==> config.mk <==
export PLATFORM = sky130hd
export DESIGN_NAME = traffic_light_fsm
export DESIGN_NICKNAME = d
export VERILOG_FILES = /design/src/rtl/traffic_light_fsm.sv
export SDC_FILE = /design/constraint.sdc
export NUM_CORES = 1
export LEC_CHECK = 0
export ABC_AREA = 0
export CAP_MARGIN = 20
export CORE_MARGIN = 2
export CORE_UTILIZATION = 39
export CTS_CLUSTER_SIZE = 40
export DETAILED_ROUTE_END_ITERATION = 16
export HOLD_SLACK_MARGIN = 0.06
export PLACE_DENSITY = 0.71
export SYNTH_ARGS = -nofsm -noshare
export SYNTH_HDL_FRONTEND = slang
export SYNTH_SLANG_ARGS = --single-unit
==> constraint.sdc <==
create_clock -name clk -period 1.2 [get_ports clk]
set_input_delay 0.3 -clock clk [delete_from_list [all_inputs] [get_ports clk]]
set_output_delay 0.3 -clock clk [all_outputs]
set_load 0.01 [all_outputs]
==> src/rtl/traffic_light_fsm.sv <==
// Main sequencing FSM of the traffic controller: arms the Timer per state and drives the lamps.
// Optional side-street green extension state is built only when TRAFFIC_SIDE_EXT_EN is defined.
module traffic_light_fsm #(
    parameter logic [1:0] IDX_BASE = 2'd0,
    parameter logic [1:0] IDX_EXT  = 2'd1,
    parameter logic [1:0] IDX_YEL  = 2'd2
) (
    input  logic       clk,
    input  logic       sys_reset,
    input  logic       sensor_sync,
    input  logic       WR,
    input  logic       prog_sync,
    input  logic       expired,
    output logic [1:0] interval,
    output logic       start_timer,
    output logic       WR_reset,
    output logic       Rm,
    output logic       Ym,
    output logic       Gm,
    output logic       Rs,
    output logic       Ys,
    output logic       Gs,
    output logic       W
);

    localparam logic [2:0] S_G_MAIN_A = 3'd0;
    localparam logic [2:0] S_G_MAIN_B = 3'd1;
    localparam logic [2:0] S_Y_MAIN   = 3'd2;
    localparam logic [2:0] S_WALK     = 3'd3;
    localparam logic [2:0] S_G_SIDE   = 3'd4;
    localparam logic [2:0] S_G_SIDE_X = 3'd5;
    localparam logic [2:0] S_Y_SIDE   = 3'd6;

    // Lamp vector layout: {Rm, Ym, Gm, Rs, Ys, Gs, W}
    localparam logic [6:0] L_GREEN_MAIN  = 7'b0011000;
    localparam logic [6:0] L_YELLOW_MAIN = 7'b0101000;
    localparam logic [6:0] L_WALK        = 7'b1001001;
    localparam logic [6:0] L_GREEN_SIDE  = 7'b1000010;
    localparam logic [6:0] L_YELLOW_SIDE = 7'b1000100;

    logic [2:0] state_q, state_d;
    logic       pend_q, pend_d;
    logic       start_q, start_d;
    logic       wrr_q, wrr_d;
    logic [1:0] interval_q, interval_d;
    logic [6:0] lamps_q, lamps_d;

    function automatic logic state_legal(input logic [2:0] s);
        logic ok;
        case (s)
            S_G_MAIN_A, S_G_MAIN_B, S_Y_MAIN, S_WALK,
            S_G_SIDE, S_Y_SIDE: ok = 1'b1;
`ifdef TRAFFIC_SIDE_EXT_EN
            S_G_SIDE_X:         ok = 1'b1;
`endif
            default:            ok = 1'b0;
        endcase
        return ok;
    endfunction

    function automatic logic [1:0] state_interval(input logic [2:0] s);
        logic [1:0] idx;
        case (s)
            S_Y_MAIN, S_Y_SIDE:   idx = IDX_YEL;
            S_WALK, S_G_SIDE_X:   idx = IDX_EXT;
            default:              idx = IDX_BASE;
        endcase
        return idx;
    endfunction

    function automatic logic [6:0] state_lamps(input logic [2:0] s);
        logic [6:0] l;
        case (s)
            S_Y_MAIN:             l = L_YELLOW_MAIN;
            S_WALK:               l = L_WALK;
            S_G_SIDE, S_G_SIDE_X: l = L_GREEN_SIDE;
            S_Y_SIDE:             l = L_YELLOW_SIDE;
            default:              l = L_GREEN_MAIN;
        endcase
        return l;
    endfunction

    function automatic logic [2:0] expiry_target(input logic [2:0] s,
                                                 input logic       sensor,
                                                 input logic       walk_pending);
        logic [2:0] n;
        case (s)
            S_G_MAIN_A: n = sensor ? S_Y_MAIN : S_G_MAIN_B;
            S_G_MAIN_B: n = S_Y_MAIN;
            S_Y_MAIN:   n = walk_pending ? S_WALK : S_G_SIDE;
            S_WALK:     n = S_G_SIDE;
`ifdef TRAFFIC_SIDE_EXT_EN
            S_G_SIDE:   n = sensor ? S_G_SIDE_X : S_Y_SIDE;
            S_G_SIDE_X: n = S_Y_SIDE;
`else
            S_G_SIDE:   n = S_Y_SIDE;
`endif
            S_Y_SIDE:   n = S_G_MAIN_A;
            default:    n = S_G_MAIN_A;
        endcase
        return n;
    endfunction

    // Next-state logic; start_q marks the ARM cycle, pend_q the cycle right after reset release.
    always_comb begin
        state_d = state_q;
        pend_d  = 1'b0;
        start_d = 1'b0;
        wrr_d   = 1'b0;
        if (prog_sync) begin
            state_d = S_G_MAIN_A;
            start_d = 1'b1;
        end else if (!state_legal(state_q)) begin
            state_d = S_G_MAIN_A;
            start_d = 1'b1;
        end else if (pend_q) begin
            state_d = S_G_MAIN_A;
            start_d = 1'b1;
        end else if (start_q) begin
            state_d = state_q;
        end else if (expired) begin
            state_d = expiry_target(state_q, sensor_sync, WR);
            start_d = 1'b1;
            wrr_d   = (state_d == S_WALK);
        end else begin
            state_d = state_q;
        end
        interval_d = state_interval(state_d);
        lamps_d    = state_lamps(state_d);
    end

    // State and registered outputs; reset parks in G_MAIN_A with the timer not yet armed.
    always_ff @(posedge clk) begin
        if (sys_reset) begin
            state_q    <= S_G_MAIN_A;
            pend_q     <= 1'b1;
            start_q    <= 1'b0;
            wrr_q      <= 1'b0;
            interval_q <= IDX_BASE;
            lamps_q    <= L_GREEN_MAIN;
        end else begin
            state_q    <= state_d;
            pend_q     <= pend_d;
            start_q    <= start_d;
            wrr_q      <= wrr_d;
            interval_q <= interval_d;
            lamps_q    <= lamps_d;
        end
    end

    assign interval    = interval_q;
    assign start_timer = start_q;
    assign WR_reset    = wrr_q;
    assign {Rm, Ym, Gm, Rs, Ys, Gs, W} = lamps_q;

endmodule
Word-level counts from Yosys, hierarchy flattened --
Cells that the tools add are included.
Word-level totals: register bits after elaboration 15, logic and storage cells 48
Operators by class: eq/ne operators 11, mux-type cells 23, bitwise operators 2, reduce and logical (&&, ||, !) cells 6
Operator list (number):
- $mux 3 | 11
- $pmux 7 s4 | 1
- $eq 3x2->1 const B | 5
- $eq 3x3->1 const B | 5
- $pmux 3 s5 | 1
- $reduce_or 6->1 | 2
- $mux 1 | 8
- $reduce_or 2->1 | 3
- $pmux 2 s2 | 1
- $eq 3x1->1 const B | 1
- $logic_not 3->1 | 1
- $mux 2 | 1
- $not 1->1 | 2

Longest topological paths before layout --
depth in word-level cells 15, gate-level depth with buffers 4

Least setup slack after synthesis --
No wires, ideal clock.
path type register to register, start point register start_q (netlist: start_timer), end point register lamps_q[5], library setup time 131 ps, arrival 1136 ps, path slack -67 ps, stages on the path, launching flop included 5, path buffers 0, clock period less this slack 1267 ps, cell sequence dfxtp_1 nand2b_4 a2111oi_2 o21ai_1 nor4b_2
Between the ends: word-level cells in the longest chain between the ends 7
Ends and longest elaborated chain:
- from (decl) | line 43 | logic start_q, start_d;
- from (signal assigned) | line 144 | start_q <= start_d;
- $mux 3 (*) | line 119 | end else if (start_q) begin
- $mux 3 (*) | line 116 | end else if (pend_q) begin
- $mux 3 (*) | line 113 | end else if (!state_legal(state_q)) begin
- $mux 3 (*) | line 110 | if (prog_sync) begin
- $eq 3x3->1 | line 73 | case (s)
- $reduce_or 2->1 | line 73
- $pmux 7 s4 (*) | line 73
- to (signal assigned) | line 147 | lamps_q <= lamps_d;
- to (decl) | line 46 | logic [6:0] lamps_q, lamps_d;
Every way passes the cells marked *; elsewhere a longest branch is shown, timed or not. A chain may end at the register's enable or synchronous reset.

Worst setup path after layout --
start point register state_q[2], end point register lamps_q[4]
Between the ends: word-level cells in the longest chain between the ends 15
Ends and longest elaborated chain:
- from (decl) | line 41 | logic [2:0] state_q, state_d;
- from (signal assigned) | line 142 | state_q <= state_d;
- $eq 3x3->1 (tied with other cells) | line 50, 87
- $pmux 3 s5 | line 87 | case (s)
- $mux 3 | line 121 | end else if (expired) begin
- $mux 3 | line 119
- $mux 3 | line 116
- $mux 3 | line 113
- $mux 3 | line 110
- $mux 3 | line 121
- $mux 3 | line 119
- $mux 3 | line 116
- $mux 3 (*) | line 113
- $mux 3 (*) | line 110
- $eq 3x3->1 | line 73
- $reduce_or 2->1 | line 73
- $pmux 7 s4 (*) | line 73
Every way passes the cells marked *; elsewhere a longest branch is shown, timed or not. The select of a mux whose other input is x is not followed.

==> results.md <==
* Run status: complete, but fails checks
* Failing checks: setup timing
* MaxCap Viol Count at 0
* Ys async rst share at 0%
* YS warnings at 0
* CP top delay family: compound AO/OA/AOI/OAI gates
* FMAX at 730.1 MHz
* Root buffer cell: clkbuf_4
* DPL Wire Length at 861.3 um
* Final instance area at 0.001039 sq mm
* Top sig layer: met4
* Setup crit start: state_q[2]$_SDFF_PP0_
* CTS H-tree lvls at 1
* Reg2Reg Setup Slack at -0.17 ns
* Setup TNS at -1.380 ns
* Post-CTS Hold Buffers at 0
* Syn_area_per_cell at 10.60 sq um
* CP Data Required Time at 1.40 ns
* Fin. Hold Viols at 0
* Most frequent cells in the layout: buf_4 (14), dfxtp_1 (11), clkdlybuf4s15_1 (7)
* Worst hold stages at 4
* R2R Path End: lamps_q[4]$_SDFF_PP1_
* Post-Syn Area at 561.8 sq um
* CTS Buffer Depth at 2
* Met2 wire length at 833 um
* Area of the multi-input gates at 397.9 sq um
* Worst setup margin at -0.1698 ns
* Post-layout min period at 1.370 ns
* Die X at 41.96 um
* Worst hold endpoint: lamps_q[4]$_SDFF_PP1_
* Critical path's slowest cell: dfxtp_4
* Mapped Cells at 53
* Starting density of the core at 42.64%
* Critical R2R Launch: state_q[2]$_SDFF_PP0_
* Net count of the finished layout at 96
* Die area at 0.001760 sq mm
* R2R depth at 4
* # fillers at 80
* Core area at 0.001318 sq mm
* Wire per inst at 15.22 um
* Pwr Total at 0.9391 mW
* Sequential cell area at 315.3 sq um
* Routed via count at 549
* Vias per std cell at 5.279
* Met1 Routed Length at 657 um
* P per Cell Area at 904.3 mW/mm^2
* Area leader, netlist: dfxtp_1
* Worst Setup Path Type: reg -> reg
* ANT cells at 0
* Skew-Pair Late Insertion Delay at 0.30 ns
* Area grow syn2layout at 84.86%
* Crit end category: flip-flop
* Worst-margin pin slew at 0.3598 ns
* Yosys reg bits at 15
* Relative slew slack at 76.01%
* Commonest non-fill, non-tap cell in the layout: buf_4
* Total length of routed met3 wires at 70 um
* Placed cell area at 823.3 sq um
* Worst path max stage delay at 0.38 ns
* Slew Limit Fails at 0
* CTS clk-pin slew, worst paths at 0.09 ns
* Total congestion overflow at 0
* Worst hold start: prog_sync
* Finished Layout Cells at 104
* Largest net degree at the start of global routing at 10
* Drt drc at 0
* Num CTS Buffers at 3
* Setup-failing EPs final at 13
* Syn Nets at 59
* Yosys cell types at 22
* Max FO, Critical Path at 6
* Worst Setup Start Kind: flip-flop
* DRT Pass-1 Iters at 4
* Number of global-route vias before repair at 558
* Die Y at 41.96 um
* Rows at 13
* Final worst path period share at 114.1%
* Final GP Congestion at 0.8008
* LEAKAGE at 0.4313 nW
* IO Pins at 17
* Worst Skew at 0.002185 ns
* Arrival @ worst endpoint at 1.57 ns
* Peak VDD IR at 0.7743 mV
* Total track usage at 19.46%
* Synth area leaders: dfxtp_1 (53%), nor2_1 (5.3%), nand2b_1 (4.5%)
* Clock Sinks at 15
* Iter 0 DRT Violations at 7
* Antenna-violating nets left at 0
* DRT Wirelength at 1583 um
* Post-synth EDFFs at 0
* Worst path cell trace: a211o_4 > a21oi_4 > o31ai_4 > a21o_1
* Share of cells above drive strength 1 at 51.69%
* Top_reg_cell synth: dfxtp_1
* Cell count after placement at 93
* Port Buffer Count at 16
* Yosys top cell area share at 53.45%
* Seq/Total Area, Yosys at 53.45%
* First-pass GRT wire length at 2539 um
* CTS tree: built
* RSZ-0062 raised after global routing: true
* Initial antenna violation count at 0
* CP Buf/Inv Count at 0
* HP Class: in -> reg
-- kinds of logic (layout without fill, tap and decap cells) --
kind of cell,count (synthesis),count (layout),share of synthesized area [%]
buffers and inverters,4,39,2.672
DFF,15,15,53.45
AOI/OAI and AO/OA,14,15,21.60
and+or+nand+nor,20,20,22.27
-- through the flow --
stage                     setup WS (ns)  util [%]  hold slack, ns
after floorplan               -0.002979         -          0.3277
after global placement          -0.5040     62.49          0.6041
after detailed placement        -0.5352     62.49          0.6077
after CTS                       -0.1557     74.74          0.5538
after global routing            -0.2003     78.82          0.5245
final                           -0.1698     78.82          0.5010
-- registers in the layout, summed over array words and instances, names as in the netlist --
name         cells
state_q          3
interval         2
WR_reset         1
lamps_q          7
pend_q           1
start_timer      1
-- cell type report --
type	instances	area share [%]
clock buffers	3	2.169
clock inverters	1	0.4819
inverters	4	1.446
multi-input cells	35	38.31
flip-flops and latches	15	30.36
well taps	15	1.807
repair buffers	31	25.42
-- metal layers --
metal	global-route usage, %	up-vias
met5	0	-
met3	4.783	3
met1	22.97	261
met4	13.55	0
li1	-	270
met2	30.63	15
-- where the power goes --
group	internal, mW	switching (mW)
clock	0.124	0.174
combinational	0.0695	0.0631
sequential	0.499	0.00818
-- worst register-to-register path: stages (launching register included) --
cell and delay (ns):
dfxtp_4 0.38, a211o_4 0.37, a21oi_4 0.20, o31ai_4 0.15
a21o_1 0.18
-- how the worst max path moves through the flow --
stage | to | slack [ns] | cells after the start
floorplan | lamps_q[5]$_SDFF_PP0_ | -0.003 | 4
global placement | lamps_q[6]$_SDFF_PP0_ | -0.50 | 5
detailed placement | lamps_q[6]$_SDFF_PP0_ | -0.54 | 5
CTS | lamps_q[5]$_SDFF_PP0_ | -0.16 | 4
global route | interval[1]$_SDFF_PP0_ | -0.20 | 4
finish | lamps_q[4]$_SDFF_PP1_ | -0.17 | 4
-- cells in the mapped netlist, drive strengths merged (2+ instances only) --
cell,count
nor4b,2
a21oi,3
nor2,8
nand2b,5
o21ai,3
o21a,2
dfxtp,15
inv,4
-- timing repair --
action	in CTS	in global routing
setup endpoints to repair	24	21
setup buffers	5	2
cloned	1	0
pin swaps	12	5
resized for setup	37	16
Power figures use the tool's default switching activity.
